File: config.mk
export PLATFORM = sky130hd
export DESIGN_NAME = adc_sar_scan_ctrl
export DESIGN_NICKNAME = d
export VERILOG_FILES = /design/src/rtl/adc_sar_scan_ctrl.sv
export SDC_FILE = /design/constraint.sdc
export NUM_CORES = 1
export LEC_CHECK = 0
export ABC_CLOCK_PERIOD_IN_PS = 1800
export BUFFER_PORTS_ARGS = -buffer_cell sky130_fd_sc_hd__buf_2
export CAP_MARGIN = 10
export CORE_ASPECT_RATIO = 1.4
export CORE_MARGIN = 4
export CORE_UTILIZATION = 45
export CTS_CLUSTER_DIAMETER = 200
export CTS_CLUSTER_SIZE = 30
export DETAILED_ROUTE_END_ITERATION = 16
export MAX_ROUTING_LAYER = met4
export PLACE_DENSITY_LB_ADDON = 0.12
export SETUP_SLACK_MARGIN = 0.02
export SYNTH_ARGS = -nofsm -noshare
export SYNTH_HDL_FRONTEND = slang
export SYNTH_SLANG_ARGS = --single-unit
File: constraint.sdc
create_clock -name clk -period 1.8 [get_ports clk]
set_input_delay 0.18 -clock clk [delete_from_list [all_inputs] [get_ports clk]]
set_output_delay 0.18 -clock clk [all_outputs]
set_load 0.05 [all_outputs]
File: src/rtl/adc_sar_scan_ctrl.sv
// adc_sar_scan_ctrl: multi-channel SAR ADC scan sequencer (mask walk, mux settle, SOC/EOC handshake).
// Build macro ADC_SAR_SCAN_AVG_EN: convert each channel four times and report the truncated mean.
module adc_sar_scan_ctrl #(
  parameter int N    = 8,
  parameter int NCH  = 4,
  localparam int CHW = $clog2(NCH)
) (
  input  logic           clk,
  input  logic           rstb,
  input  logic           enable,
  input  logic           start,
  input  logic           continuous,
  input  logic [NCH-1:0] ch_mask,
  input  logic [3:0]     settle_cycles,
  output logic [CHW-1:0] mux_sel,
  output logic           adc_soc,
  input  logic           adc_eoc,
  input  logic [N-1:0]   adc_dout,
  output logic           busy,
  output logic           res_valid,
  output logic [CHW-1:0] res_ch,
  output logic [N-1:0]   res_data,
  output logic           scan_done
);

  typedef enum logic [2:0] {IDLE, SETTLE, SOC, WAIT_BUSY, WAIT_EOC, NEXT} state_t;

  state_t         state_reg, state_next;
  logic [NCH-1:0] mask_reg, mask_next;
  logic [CHW-1:0] mux_sel_reg, mux_sel_next;
  logic [3:0]     settle_cnt_reg, settle_cnt_next;
  logic [CHW-1:0] res_ch_reg, res_ch_next;
  logic [N-1:0]   res_data_reg, res_data_next;
  logic [NCH-1:0] above_sel;
  logic [CHW-1:0] next_ch;
  logic [CHW-1:0] first_live_ch;
  logic           has_next;

`ifdef ADC_SAR_SCAN_AVG_EN
  logic [N+1:0] acc_reg, acc_next, acc_sum;
  logic [1:0]   conv_cnt_reg, conv_cnt_next;

  assign acc_sum = acc_reg + {2'b00, adc_dout};
`endif

  function automatic logic [CHW-1:0] lowest_set(input logic [NCH-1:0] m);
    lowest_set = '0;
    for (int i = NCH - 1; i >= 0; i--) begin
      if (m[i]) lowest_set = CHW'(i);
    end
  endfunction

  // Channels still pending in this scan: set in the latched mask and above the current one.
  genvar gi;
  generate
    for (gi = 0; gi < NCH; gi++) begin : g_above
      assign above_sel[gi] = mask_reg[gi] && (CHW'(gi) > mux_sel_reg);
    end
  endgenerate

  assign has_next      = |above_sel;
  assign next_ch       = lowest_set(above_sel);
  assign first_live_ch = lowest_set(ch_mask);

  always_comb begin
    state_next      = state_reg;
    mask_next       = mask_reg;
    mux_sel_next    = mux_sel_reg;
    settle_cnt_next = settle_cnt_reg;
    res_ch_next     = res_ch_reg;
    res_data_next   = res_data_reg;
`ifdef ADC_SAR_SCAN_AVG_EN
    acc_next        = acc_reg;
    conv_cnt_next   = conv_cnt_reg;
`endif
    case (state_reg)
      IDLE: begin
        if (start && enable && (ch_mask != '0)) begin
          mask_next       = ch_mask;
          mux_sel_next    = first_live_ch;
          settle_cnt_next = settle_cycles;
          state_next      = SETTLE;
        end
      end
      SETTLE: begin
`ifdef ADC_SAR_SCAN_AVG_EN
        acc_next      = '0;
        conv_cnt_next = '0;
`endif
        if (!enable)                      state_next = IDLE;
        else if (settle_cnt_reg == 4'd0)  state_next = SOC;
        else                              settle_cnt_next = settle_cnt_reg - 4'd1;
      end
      // Once the pulse is out the conversion must be allowed to finish, even if disabled.
      SOC: state_next = WAIT_BUSY;
      WAIT_BUSY: begin
        if (!adc_eoc) state_next = WAIT_EOC;
      end
      WAIT_EOC: begin
        if (adc_eoc) begin
          if (!enable) begin
            state_next = IDLE;
          end else begin
`ifdef ADC_SAR_SCAN_AVG_EN
            if (conv_cnt_reg != 2'd3) begin
              acc_next      = acc_sum;
              conv_cnt_next = conv_cnt_reg + 2'd1;
              state_next    = SOC;
            end else begin
              res_data_next = acc_sum[N+1:2];
              res_ch_next   = mux_sel_reg;
              state_next    = NEXT;
            end
`else
            res_data_next = adc_dout;
            res_ch_next   = mux_sel_reg;
            state_next    = NEXT;
`endif
          end
        end
      end
      NEXT: begin
        if (!enable) begin
          state_next = IDLE;
        end else if (has_next) begin
          mux_sel_next    = next_ch;
          settle_cnt_next = settle_cycles;
          state_next      = SETTLE;
        end else if (continuous && (ch_mask != '0)) begin
          mask_next       = ch_mask;
          mux_sel_next    = first_live_ch;
          settle_cnt_next = settle_cycles;
          state_next      = SETTLE;
        end else begin
          state_next = IDLE;
        end
      end
      default: state_next = IDLE;
    endcase
  end

  always_ff @(posedge clk) begin
    if (!rstb) begin
      state_reg      <= IDLE;
      mask_reg       <= '0;
      mux_sel_reg    <= '0;
      settle_cnt_reg <= '0;
      res_ch_reg     <= '0;
      res_data_reg   <= '0;
`ifdef ADC_SAR_SCAN_AVG_EN
      acc_reg        <= '0;
      conv_cnt_reg   <= '0;
`endif
    end else begin
      state_reg      <= state_next;
      mask_reg       <= mask_next;
      mux_sel_reg    <= mux_sel_next;
      settle_cnt_reg <= settle_cnt_next;
      res_ch_reg     <= res_ch_next;
      res_data_reg   <= res_data_next;
`ifdef ADC_SAR_SCAN_AVG_EN
      acc_reg        <= acc_next;
      conv_cnt_reg   <= conv_cnt_next;
`endif
    end
  end

  assign mux_sel   = mux_sel_reg;
  assign adc_soc   = (state_reg == SOC);
  assign busy      = (state_reg != IDLE);
  assign res_valid = (state_reg == NEXT);
  assign scan_done = (state_reg == NEXT) && !has_next;
  assign res_ch    = res_ch_reg;
  assign res_data  = res_data_reg;

endmodule

==> results by group <==
Outcome
  • Status: finished clean

Timing
  • Worst-Margin Slew: 0.563 ns
  • Fin Hold WS: 0.117 ns
  • Final Critical Period: 1.71 ns
  • Final Cycle Share: 95.2%
  • Fmax: 0.583 GHz
  • Final-report max-slew violation count: 0
  • Final setup fails: 0
  • Slew margin rel.: 62.5%
  • Setup TNS: 0 ns
  • RSZ-0062 raised after global routing: true
  • Setup Skew: 0.000722 ns
  • Final hold vios: 0

Die
  • Core Region: 2670 um^2
  • Die span in y: 71.3 um
  • Starting Density: 48.2%
  • # rows: 22
  • Die X: 53.2 um
  • Ports: 38
  • Full die area: 3790 um^2

Critical path
  • Crit Path Category: flip-flop to output port
  • Startpoint Class: flip-flop
  • CP endpoint kind: output port
  • Crit path max fanout: 9
  • CP Data Arrival Time: 1.53 ns
  • Worst EP required: 1.62 ns

GRT
  • Gr ovfl total: 0
  • Vias in the first global route: 1,133
  • Antenna violations before repair: 0
  • Global-route wire length before repair: 4.68 mm
  • Largest net degree at the start of global routing: 33
  • Total track usage: 16.5%

Route
  • Via count: 1,177
  • Initial DRC Count: 23
  • WL/cell: 13.4 um
  • Detailed Route WL: 2.93 mm
  • Pre-antenna DRT Iters: 4
  • Vias per cell: 5.37
  • Remaining DRCs: 0
  • Antenna Nets Post-Route: 0

Yosys
  • Syn_nets: 168
  • Compound-gate portion of the synthesized area: 14.1%
  • FFs w/ async S/R, synth: 0%
  • Post-synthesis sequential area ratio: 34.2%
  • Yosys warnings: 0
  • Synth Instances: 145
  • Post-Syn Area: 1290 um^2
  • Main combinational cell family by area after synthesis: simple AND/OR/NAND/NOR gates
  • Top cells by area, synth: dfxtp_1, mux2i_1, nor2b_1
  • Synthesized area per cell: 8.88 um^2
  • Synth Area in Adders: 0.972%
  • Synth Area in XOR/XNOR: 1.36%
  • Post-synthesis simple-gate area fraction: 29.5%
  • Post-synth EDFFs: 0
  • Post-synth top area share: 34.2%
  • Library cells used by synthesis: 41
  • Post-synthesis mux area share: 15.5%
  • #FFs+latches synth: 22
  • Post-synth top area cell: dfxtp_1
  • Ys flop type: dfxtp_1

Place
  • Dpl cell area: 1530 um^2
  • DPL Wire Length: 2.18 mm
  • PortBufs: 37
  • Routability cong.: 0.776

Pwr
  • Leakage: 0.647 nW
  • Pwr per Cell Area: 969 nW/um^2
  • Power Total: 0.00155 W
  • Max VDD drop: 0.563 mV

Finish
  • NumNets Final: 207
  • Filler instances: 260
  • Register area: 449 um^2
  • Max reg flops: 8
  • Area delta synth->final: 24.0%
  • N_diodes: 0
  • Final non-filler cell area: 1600 um^2
  • Multi-input logic area: 810 um^2
  • Layout cells sized above 1: 32.2%

Clock network
  • CTS H-Tree Depth: 1
  • CTS Root Cell: clkbuf_4
  • TritonCTS clock tree: done
  • Num CTS Buffers: 3
  • Clock Latency Late Sink: 0.31 ns
  • CTS Sinks: 22
  • CTS max path bufs: 2
  • Hold-fix buffers, CTS: 0
  • Post-CTS Setup Bufs: 0
  • Worst-path clk slew: 0.13 ns

Run
  • Number of max-cap violations: 0

Hold path
  • Class of the worst hold path: input pin to flip-flop
placed cells by master, fill, tap and decap left out, types with 2 or more instances in the layout:
cell / n
nand2_1: 20
o31ai_1: 2
o211ai_1: 5
clkbuf_4: 4
mux2i_1: 20
nand2b_1: 4
o21bai_2: 2
dfxtp_4: 2
nand3b_1: 2
dfxtp_1: 19
a21oi_1: 4
buf_2: 36
buf_4: 4
nor2b_1: 15
inv_1: 4
xnor2_1: 2
nor2_1: 6
nor3_1: 2
nand3_1: 2
nand4b_1: 2
critical path: stages, from the launching register on:
cell	delay, ns
dfxtp_4	0.41
nand3b_1	0.23
clkinvlp_4	0.15
and3_4	0.20
clkbuf_4	0.23
cells by family (layout without fill, tap and decap cells):
family                   Yosys count  count (layout)
multiplexers                      20              20
AND/OR/NAND/NOR                   65              65
AO/OA/AOI/OAI                     23              23
flip-flops                        22              22
buffers and inverters             12              50
XOR/XNOR                           2               2
adder cells (fa/ha/maj)            1               1
where the power goes:
part           total, W  switching, W  leakage (nW)  internal, W
Sequential     0.000593     0.0000582         0.180     0.000535
Combinational  0.000571      0.000317         0.439     0.000254
Clock          0.000383      0.000158        0.0279     0.000225
Yosys cell counts (2+ instances only):
cell	instances
nand3_1	2
nor2_1	6
nand3b_1	2
buf_2	2
dfxtp_1	22
inv_1	5
o21bai_1	3
nor2b_1	15
xnor2_1	2
o211ai_1	5
nand4b_1	2
buf_4	2
nor3_1	2
mux2i_1	20
o31ai_1	2
clkbuf_1	3
nand2_1	20
a21oi_1	4
nand2b_1	4
final timing paths:
| kind | cells after the start | endpoint | from | slack [ns] |
|---|---|---|---|---|
| hold / removal | 3 | res_data[6] | adc_dout[6] | 0.12 |
| setup / recovery | 4 | scan_done | state_reg[1] | 0.09 |
| hold reg to reg | 2 | mask_reg[1] | mask_reg[1] | 0.48 |
| setup reg to reg | 7 | state_reg[1] | settle_cnt_reg[0] | 0.19 |
what timing repair did:
action                                  CTS  global route
gates resized for setup                   4             5
endpoints found under the setup margin    1             4
pin swaps                                 0             0
cell type report:
type / instances / area share, %
clock inverters: 1 / 1.88
repair buffers: 41 / 13.6
inverters: 5 / 1.41
multi-input cells: 111 / 50.7
flip-flops and latches: 22 / 28.1
well taps: 36 / 2.82
clock buffers: 3 / 1.41
per-stage QoR:
step	utilization [%]	cells	setup WS (ns)
global route	59.8	219	0.0182
finish	59.8	219	0.0858
global placement	57.1	215	0.180
detailed placement	57.1	215	0.145
floorplan	-	145	0.0173
CTS	59.4	219	0.0203
routing by layer:
layer / GRT usage [%] / part of all wire, %
met2: 29.3 / 49
met1: 17.7 / 43
met3: 2.29 / 6.6
met5: - / 0
met4: 6.53 / 0.85
Power figures use the tool's default switching activity.
